--- config.mk ---
export PLATFORM = sky130hd
export DESIGN_NAME = fft_frame_sequencer
export DESIGN_NICKNAME = d
export VERILOG_FILES = /design/src/rtl/fft_pkg.sv /design/src/rtl/fft_frame_buffer.sv /design/src/rtl/fft_frame_sequencer.sv
export SDC_FILE = /design/constraint.sdc
export NUM_CORES = 2
export LEC_CHECK = 0
export CAP_MARGIN = 20
export CORE_UTILIZATION = 54
export DETAILED_ROUTE_END_ITERATION = 16
export PLACE_DENSITY_LB_ADDON = 0.05
export SYNTH_ARGS = -nofsm -noshare
export SYNTH_HDL_FRONTEND = slang
export SYNTH_HIERARCHICAL = 1
export SYNTH_SLANG_ARGS = --single-unit
export TNS_END_PERCENT = 100
--- constraint.sdc ---
create_clock -name clk -period 3.3 [get_ports clk]
set_clock_uncertainty 0.2 [all_clocks]
set_input_delay 0.825 -clock clk [delete_from_list [all_inputs] [get_ports clk]]
set_output_delay 0.825 -clock clk [all_outputs]
set_load 0.05 [all_outputs]
--- src/rtl/fft_pkg.sv ---
// Shared types and constants for the FFT frame sequencer.
package fft_pkg;

  typedef enum logic [2:0] {
    RST   = 3'd0,
    FILL  = 3'd1,
    LOAD  = 3'd2,
    START = 3'd3,
    WAIT  = 3'd4,
    CAPT  = 3'd5,
    DRAIN = 3'd6
  } seq_state_t;

  localparam int unsigned N_2_DEFAULT = 5;
  localparam int unsigned FL          = 2 ** N_2_DEFAULT;

endpackage

--- src/rtl/fft_frame_buffer.sv ---
// Frame-sized register file: synchronous write, asynchronous read.
module fft_frame_buffer #(
  parameter int unsigned W   = 16,
  parameter int unsigned N_2 = 5
) (
  input  logic           clk,
  input  logic           we,
  input  logic [N_2-1:0] waddr,
  input  logic [W-1:0]   wdata,
  input  logic [N_2-1:0] raddr,
  output logic [W-1:0]   rdata_c
);

  localparam int unsigned DEPTH = 2 ** N_2;

  logic [W-1:0] mem [DEPTH];

  always_ff @(posedge clk) begin
    if (we) mem[waddr] <= wdata;
  end

  assign rdata_c = mem[raddr];

endmodule

--- src/rtl/fft_frame_sequencer.sv ---
// Frame controller around an FFT core: fill, burst load, start, capture, drain,
// with a done watchdog and core reset control.
module fft_frame_sequencer
  import fft_pkg::*;
#(
  parameter int unsigned width   = 16,
  parameter int unsigned N_2     = 5,
  parameter int unsigned TIMEOUT = 1024
) (
  input  logic               clk,
  input  logic               reset,
  input  logic               in_valid,
  output logic               in_ready,
  input  logic [width-1:0]   in_data,
  output logic               out_valid,
  input  logic               out_ready,
  output logic [2*width-1:0] out_data,
  output logic               out_last,
  output logic               fft_reset,
  output logic               fft_load,
  output logic               fft_start,
  output logic [width-1:0]   fft_rd,
  input  logic [2*width-1:0] fft_wd,
  input  logic               fft_done,
  output logic               busy,
  output logic               timeout_err
);

  localparam int unsigned WDW = $clog2(TIMEOUT + 1);
  localparam logic [N_2-1:0] CNT_MAX = '1;

  seq_state_t state, state_nxt;
  logic [N_2-1:0] cnt, cnt_nxt;
  logic [WDW-1:0] wdog, wdog_nxt;
  logic           terr_nxt;
  logic           in_we, out_we;
  logic [width-1:0]   in_rd_c;
  logic [2*width-1:0] out_rd_c;

  logic               in_ready_nxt, out_valid_nxt, out_last_nxt, fft_reset_nxt;
  logic               fft_load_nxt, fft_start_nxt, busy_nxt;
  logic [width-1:0]   fft_rd_nxt;
  logic [2*width-1:0] out_data_nxt;

  // Buffers are read at the next count so that data outputs can be registered.
  fft_frame_buffer #(.W(width), .N_2(N_2)) u_inbuf (
    .clk     (clk),
    .we      (in_we),
    .waddr   (cnt),
    .wdata   (in_data),
    .raddr   (cnt_nxt),
    .rdata_c (in_rd_c)
  );

  fft_frame_buffer #(.W(2*width), .N_2(N_2)) u_outbuf (
    .clk     (clk),
    .we      (out_we),
    .waddr   (cnt),
    .wdata   (fft_wd),
    .raddr   (cnt_nxt),
    .rdata_c (out_rd_c)
  );

  // State, counters and registered outputs.
  always_ff @(posedge clk or negedge reset) begin
    if (!reset) begin
      state       <= RST;
      cnt         <= '0;
      wdog        <= '0;
      timeout_err <= 1'b0;
      in_ready    <= 1'b0;
      out_valid   <= 1'b0;
      out_last    <= 1'b0;
      out_data    <= '0;
      fft_reset   <= 1'b1;
      fft_load    <= 1'b0;
      fft_start   <= 1'b0;
      fft_rd      <= '0;
      busy        <= 1'b1;
    end else begin
      state       <= state_nxt;
      cnt         <= cnt_nxt;
      wdog        <= wdog_nxt;
      timeout_err <= terr_nxt;
      in_ready    <= in_ready_nxt;
      out_valid   <= out_valid_nxt;
      out_last    <= out_last_nxt;
      out_data    <= out_data_nxt;
      fft_reset   <= fft_reset_nxt;
      fft_load    <= fft_load_nxt;
      fft_start   <= fft_start_nxt;
      fft_rd      <= fft_rd_nxt;
      busy        <= busy_nxt;
    end
  end

  // Next-state, counter and buffer write control.
  always_comb begin
    state_nxt = state;
    cnt_nxt   = cnt;
    wdog_nxt  = wdog;
    terr_nxt  = timeout_err;
    in_we     = 1'b0;
    out_we    = 1'b0;
    case (state)
      RST: begin
        if (cnt == N_2'(1)) begin
          state_nxt = FILL;
          cnt_nxt   = '0;
        end else begin
          cnt_nxt = cnt + N_2'(1);
        end
      end
      FILL: begin
        if (in_valid && in_ready) begin
          in_we = 1'b1;
          if (cnt == CNT_MAX) begin
            state_nxt = LOAD;
            cnt_nxt   = '0;
          end else begin
            cnt_nxt = cnt + N_2'(1);
          end
        end
      end
      LOAD: begin
        if (cnt == CNT_MAX) begin
          state_nxt = START;
          cnt_nxt   = '0;
        end else begin
          cnt_nxt = cnt + N_2'(1);
        end
      end
      START: begin
        state_nxt = WAIT;
        cnt_nxt   = '0;
        wdog_nxt  = '0;
      end
      WAIT: begin
        if (fft_done) begin
          out_we    = 1'b1;
          state_nxt = CAPT;
          cnt_nxt   = N_2'(1);
        end else if (wdog == WDW'(TIMEOUT - 1)) begin
          terr_nxt  = 1'b1;
          state_nxt = RST;
          cnt_nxt   = '0;
        end else begin
          wdog_nxt = wdog + WDW'(1);
        end
      end
      CAPT: begin
        // The core streams without stalls; a gap in done is a broken burst.
        if (fft_done) begin
          out_we = 1'b1;
          if (cnt == CNT_MAX) begin
            state_nxt = DRAIN;
            cnt_nxt   = '0;
          end else begin
            cnt_nxt = cnt + N_2'(1);
          end
        end else begin
          terr_nxt  = 1'b1;
          state_nxt = RST;
          cnt_nxt   = '0;
        end
      end
      DRAIN: begin
        if (out_valid && out_ready) begin
          if (cnt == CNT_MAX) begin
            state_nxt = FILL;
            cnt_nxt   = '0;
          end else begin
            cnt_nxt = cnt + N_2'(1);
          end
        end
      end
      default: begin
        state_nxt = RST;
        cnt_nxt   = '0;
      end
    endcase
  end

  // Output values for the coming state, registered above.
  always_comb begin
    in_ready_nxt  = (state_nxt == FILL);
    fft_reset_nxt = (state_nxt == RST);
    fft_load_nxt  = (state_nxt == LOAD);
    fft_start_nxt = (state_nxt == START);
    out_valid_nxt = (state_nxt == DRAIN);
    out_last_nxt  = (state_nxt == DRAIN) && (cnt_nxt == CNT_MAX);
    busy_nxt      = (state_nxt != FILL);
    fft_rd_nxt    = (state_nxt == LOAD) ? in_rd_c : '0;
    out_data_nxt  = (state_nxt == DRAIN) ? out_rd_c : '0;
  end

endmodule

Yosys cells after proc, flatten, opt, wreduce, memory -nomap -nowiden. Memory sizes are Yosys's and may differ from the RTL's. Cells that the tools add are included.

Eq/ne operators: 19. Muxes and demuxes: 36. Reduce and logical (&&, ||, !) cells: 10. $add $sub $neg: 2.

Operators with widths (number): 2-to-1 mux 5 bit (7); 2-to-1 mux 32 bit (1); 2-to-1 mux 3 bit (10); case mux 5 bit (6 select lines) (1); 2-to-1 mux 11 bit (2); case mux 11 bit (2 select lines) (1); case mux 3 bit (7 select lines) (1); 2-to-1 mux 16 bit (1); == test 3 x 2 -> 1 bit (second input constant) (4); == test 3 bit (second input constant) (4); adder 11 x 1 -> 11 bit (second input constant) (1); == test 11 x 10 -> 1 bit (second input constant) (1); 2-to-1 mux 1 bit (11); == test 5 bit (second input constant) (2); inequality test 2 bit (second input constant) (4); == test 3 x 1 -> 1 bit (second input constant) (2); zero test 3 bit (2); adder 5 x 1 -> 5 bit (second input constant) (1); == test 5 x 1 -> 1 bit (second input constant) (1); AND reduction 4 bit (1); nonzero test 2 bit (2); logical AND 1 bit (3); inequality test 3 x 1 -> 1 bit (second input constant) (1); AND reduction 3 bit (1); 2 further kinds (2).

Flip-flop bits (word level): 75. Word-level logic and storage cells: 82. Bits in writable memories: 1536. Memories: 2. Input bits: 53. Output and inout bits: 56.

Memory list: u_outbuf.mem (depth 32, bits a word 32, read ports 1, clocked after memory_dff 0, wr ports 1, line fft_frame_buffer.sv:16) `logic [W-1:0] mem [DEPTH];`; u_inbuf.mem (depth 32, bits a word 16, read ports 1, clocked after memory_dff 0, wr ports 1, line fft_frame_buffer.sv:16).

Logic depth before layout (Yosys ltp).
Depth after elaboration: 6. Mapped depth: 16. Gate-level depth less buffers: 13.

By module. Netlist, hierarchy kept.

Modules (own cells, without submodules): fft_frame_buffer at u_outbuf (instances 1, seq. area each 30749.5 µm², area an instance 39844.5 µm², cells an instance 2228); fft_frame_buffer at u_inbuf (instances 1, seq. area each 15374.7 µm², area an instance 20215.6 µm², cells an instance 1127); fft_frame_sequencer (instances 1, seq. area each 1879.3 µm², area an instance 3121.7 µm², cells an instance 261).

Least setup slack after synthesis. No wires, ideal clock.

Path kind: input -> register. Start point: input port fft_done. End point: memory u_outbuf/mem[28][0] (netlist bit), enable pin. Buffers on the path: 1. Data required time: 2679 ps. Setup time: 421 ps. Path slack: -347 ps. Stages: 5. Arrival time: 3025 ps. Cells stage by stage: nand3b_1 inv_2 or3b_2 clkbuf_1 nor2_1.

Longest elaborated chain between the ends: 4.

Ends and longest elaborated chain: from (decl) (line fft_frame_sequencer.sv:24) `input logic fft_done,`; 2-to-1 mux 1 bit (line fft_frame_sequencer.sv:139, fft_frame_sequencer.sv:153); 2-to-1 mux 1 bit; net out_we (line fft_frame_sequencer.sv:36) `logic in_we, out_we;`; 2-to-1 mux 1 bit (line fft_frame_buffer.sv:19) `if (we) mem[waddr] <= wdata;`; 2-to-1 mux 1 bit (implied by the code) (line fft_frame_buffer.sv:19); to (decl) (line fft_frame_buffer.sv:16).

The timed path passes the listed nets, and every way through them passes these cells.

Worst setup path in the final report.
Start point: register cnt[0]. End point: register fft_rd[10].

Longest elaborated chain between the ends: 6. Elaborated cells between the ends (all ways): 23. Classes of those cells: add/sub (1); eq/ne (3); mux (18); memory (1).

Ends and longest elaborated chain: from (decl) (line fft_frame_sequencer.sv:33) `logic [N_2-1:0] cnt, cnt_nxt;`; from (signal assigned) (line fft_frame_sequencer.sv:82) `cnt <= cnt_nxt;`; adder 5 x 1 -> 5 bit / == test 5 bit (equally long branches); 2-to-1 mux 5 bit; 2-to-1 mux 5 bit (on tied branches) (line fft_frame_sequencer.sv:168, fft_frame_sequencer.sv:115, fft_frame_sequencer.sv:153); case mux 5 bit (6 select lines) (*) (line fft_frame_sequencer.sv:105) `case (state)`; net cnt_nxt[0] (line fft_frame_sequencer.sv:33); memory (32 x 16 bit) (*); net in_rd_c[10] (line fft_frame_sequencer.sv:37) `logic [width-1:0] in_rd_c;`; 2-to-1 mux 16 bit (*) (line fft_frame_sequencer.sv:193) `fft_rd_nxt = (state_nxt == LOAD) ? in_rd_c : '0;`; net fft_rd_nxt[10] (line fft_frame_sequencer.sv:42) `logic [width-1:0] fft_rd_nxt;`; to (signal assigned) (line fft_frame_sequencer.sv:92) `fft_rd <= fft_rd_nxt;`; to (decl) (line fft_frame_sequencer.sv:22) `output logic [width-1:0] fft_rd,`.

The timed path passes the listed nets; every way through them passes the cells marked *. A chain may end at the register's enable or synchronous reset.

==> metrics.yaml <==
peakVddDrop_uv: 630
setup_viol: 48
ys_seq_area_share_pct: 76.0
outcome: "finished with violations"
hpwl_mm: 101
htreeDepth: 4
firstDrtPassIters: 6
async_flop_share_pct: 4.66
ant_nets: 0
slowest_delay_ns: 0.43
cp_max_fo: 11
fmax_mhz: 269
syn-num-nets: 3673
yosysUniqueCellTypes: 68
ys_ff_latch: 1611
drc: 0
final_area_sq_um: 80300
start_kind: "flop"
end_kind: "flop"
antenna_found_initial: 2
slew_violations: 0
antenna_cells: 0
tightest_slew_ns: 1.06
yosys.area_share.simple_pct: 4.36
drive_gt1_share_pct: 26.3
vias: 36167
grt_start_max_net_pins: 34
avgRoutedWirePerCell_um: 28.4
period_needed_ns: 3.71
yosysTopAreaCellShare_pct: 73.0
num_rows: 125
synth_top_area_cell: "edfxtp_1"
syn_area_per_cell_sq_um: 17.5
syn2layout_area_growth_pct: 27.1
rsz0062_at_grt: "yes"
clk_latency_ns: 0.77
cts_tree: "built"
netlist_area_sq_um: 63200
synth_fa_ha_area_share_pct: 0.0792
arrival_ns: 4.16
synthMuxAreaShare_pct: 12.2
power_w: 0.0698
slew_headroom_pct: 29.2
grt_pass1_wl_mm: 243
clock_path_buffers: 3
powerDensity_nw_per_um2: 870
die_w_um: 344
synth_compound_area_share_pct: 5.16
numCtsBuffers: 161
synth_edf_count: 1536
grt_pass1_vias: 36212
criticalPathCategory: "reg2reg"
synth_ff_type: "edfxtp_1"
pre_cts_slack_ns: -1.36
synth_top_family_by_area: "multiplexers"
place_area_sq_um: 70700
cts.sinks: 1611
track_usage_pct: 28.6
hold_viol: 0
hp-class: "reg2reg"
violations: "negative setup slack"
overflow: 0
synth-xor-area-share_pct: 0.0832
crit_required_ns: 3.75
drt_wl_total_mm: 171
port_buffers: 108
core-area_sq_um: 116000
yosys-top-cells-area: "edfxtp_1, mux2i_1, dfrtp_1"
cts-root-buf: "clkbuf_16"
drt_iter0_drc: 3412
cpMostUsedCell: "buf_12"
place.gp.congestion: 0.840
die_area_sq_um: 118000
fin_ws_ns: -0.413
start_util_pct: 54.4
path_cells: "ha_4 > and3_4 > ha_4 > o32ai_4 > nor2_4 > o211ai_1 > buf_4 > buf_6 > buf_12 > buf_12 > buf_12 > mux2i_2 > nand2_1 > a31oi_4 > nand3_2 > and2_4"
synth_warnings: 6
fin_crit_sh_pct: 113
postSynthCellCount: 3616
power_leakage_nw: 28.6
clkTransAtPathRegs_ns: 0.06
viasPerCell: 6.03
io_pins: 109
layout.nets: 4393
fp.dieH_um: 344
cpMaxStageDelayCell: "dfrtp_2"
drv_cap: 0
==> kinds of logic after synthesis <==
family,after synthesis
xor+xnor,6
buf+inv,208
fa+ha+maj,4
simple gates,552
flops,1611
mux,768
compound gates,467
==> synth_stat cells (6+ instances only) <==
cell type	count
nor2_1	82
a21oi_1	134
dfrtp_1	73
and2_1	50
clkbuf_1	61
or3b_2	6
mux2i_1	768
edfxtp_1	1536
a22o_1	97
nand3_1	140
nand4_1	17
nor3_1	52
a22oi_1	160
a31oi_1	48
buf_2	47
nand2b_1	10
buf_6	23
buf_8	6
buf_4	54
o21ai_0	6
nand2_1	145
nand3b_1	14
==> per-layer routing <==
layer	part of all wire, %	global-route usage (%)	vias to the layer above	wire length, um
met3	6.2	3.58	294	10600
met1	40	38.2	18729	68500
met2	51	48.9	1375	86500
li1	-	-	15769	-
met5	0	0	-	0
met4	3.0	9.27	0	5030
==> where the power goes <==
part           switching (W)  leakage, nW  internal, W  total [W]
Combinational         0.0145         11.2       0.0142     0.0286
Sequential          0.000121         14.8       0.0228     0.0229
Clock                0.00757         2.60       0.0107     0.0183
==> state kept, by name, indices dropped and copies added (netlist names), 3 cells and up <==
| name | cells |
|---|---|
| wdog | 11 |
| cnt | 5 |
| state | 3 |
| u_outbuf/mem | 1024 |
| out_data | 32 |
| fft_rd | 16 |
| u_inbuf/mem | 512 |
==> worst paths after layout <==
check | endpoint | depth (start not counted) | start | slack (ns)
setup reg to reg | fft_rd[10] | 16 | cnt[0] | -0.41
hold / removal | timeout_err | 1 | timeout_err | 0.28
hold reg to reg | timeout_err | 1 | timeout_err | 0.28
setup / recovery | fft_rd[10] | 16 | cnt[0] | -0.41
max in group asynchronous | busy | 3 | reset | 1.77
min in group asynchronous | fft_rd[11] | 2 | reset | 0.35
==> cell type report <==
cell class	instances	area, sq um
repair buffers	760	9570
multi-input cells	1797	15400
inverters	5	21.3
fillers	7460	35800
well taps	1524	1910
clock inverters	83	897
clock buffers	219	4440
flip-flops and latches	1611	48000
==> per-stage QoR <==
step	cells	setup TNS, ns	utilization, %	hold slack, ns
after floorplan	3616	-87.78	-	0.276
after CTS	5945	-11.82	68.0	0.278
after global routing	5999	-19.67	69.2	0.291
after global placement	5534	-65.76	60.9	0.255
after detailed placement	5534	-58.51	60.9	0.260
final	5999	-13.86	69.2	0.275
==> worst max-delay path, delay by kind of cell (launching register included) <==
family | cells | cell delay [ns]
fa+ha+maj | 2 | 0.35
mux | 1 | 0.21
compound gates | 3 | 0.86
flops | 1 | 0.43
simple gates | 5 | 0.72
buf+inv | 5 | 0.79
==> placed cells by master (no fill, tap or decap), types with 25 or more instances in the layout <==
cell / instances
dfrtp_1: 71
buf_4: 340
a22o_1: 97
buf_16: 29
nand3_2: 26
edfxtp_1: 1536
nor2_4: 35
clkdlybuf4s50_1: 106
clkbuf_1: 44
nand3_1: 112
mux2i_1: 712
a21oi_1: 127
buf_12: 178
a22oi_1: 141
clkinv_2: 28
nor3_2: 28
buf_8: 30
buf_6: 55
nand2_1: 144
and2_1: 25
mux2i_2: 44
clkbuf_16: 185
nor2_1: 49
==> repair_timing <==
| action | CTS | global route |
|---|---|---|
| pin swaps | 101 | 142 |
| cloned | 30 | 18 |
| hold buffers | 1 | 0 |
| hold endpoints to repair | 24 | 0 |
| setup buffers | 87 | 61 |
| gates resized for setup | 280 | 204 |
| setup endpoints to repair | 49 | 48 |
Note: power is estimated with default switching activity, not from simulation.
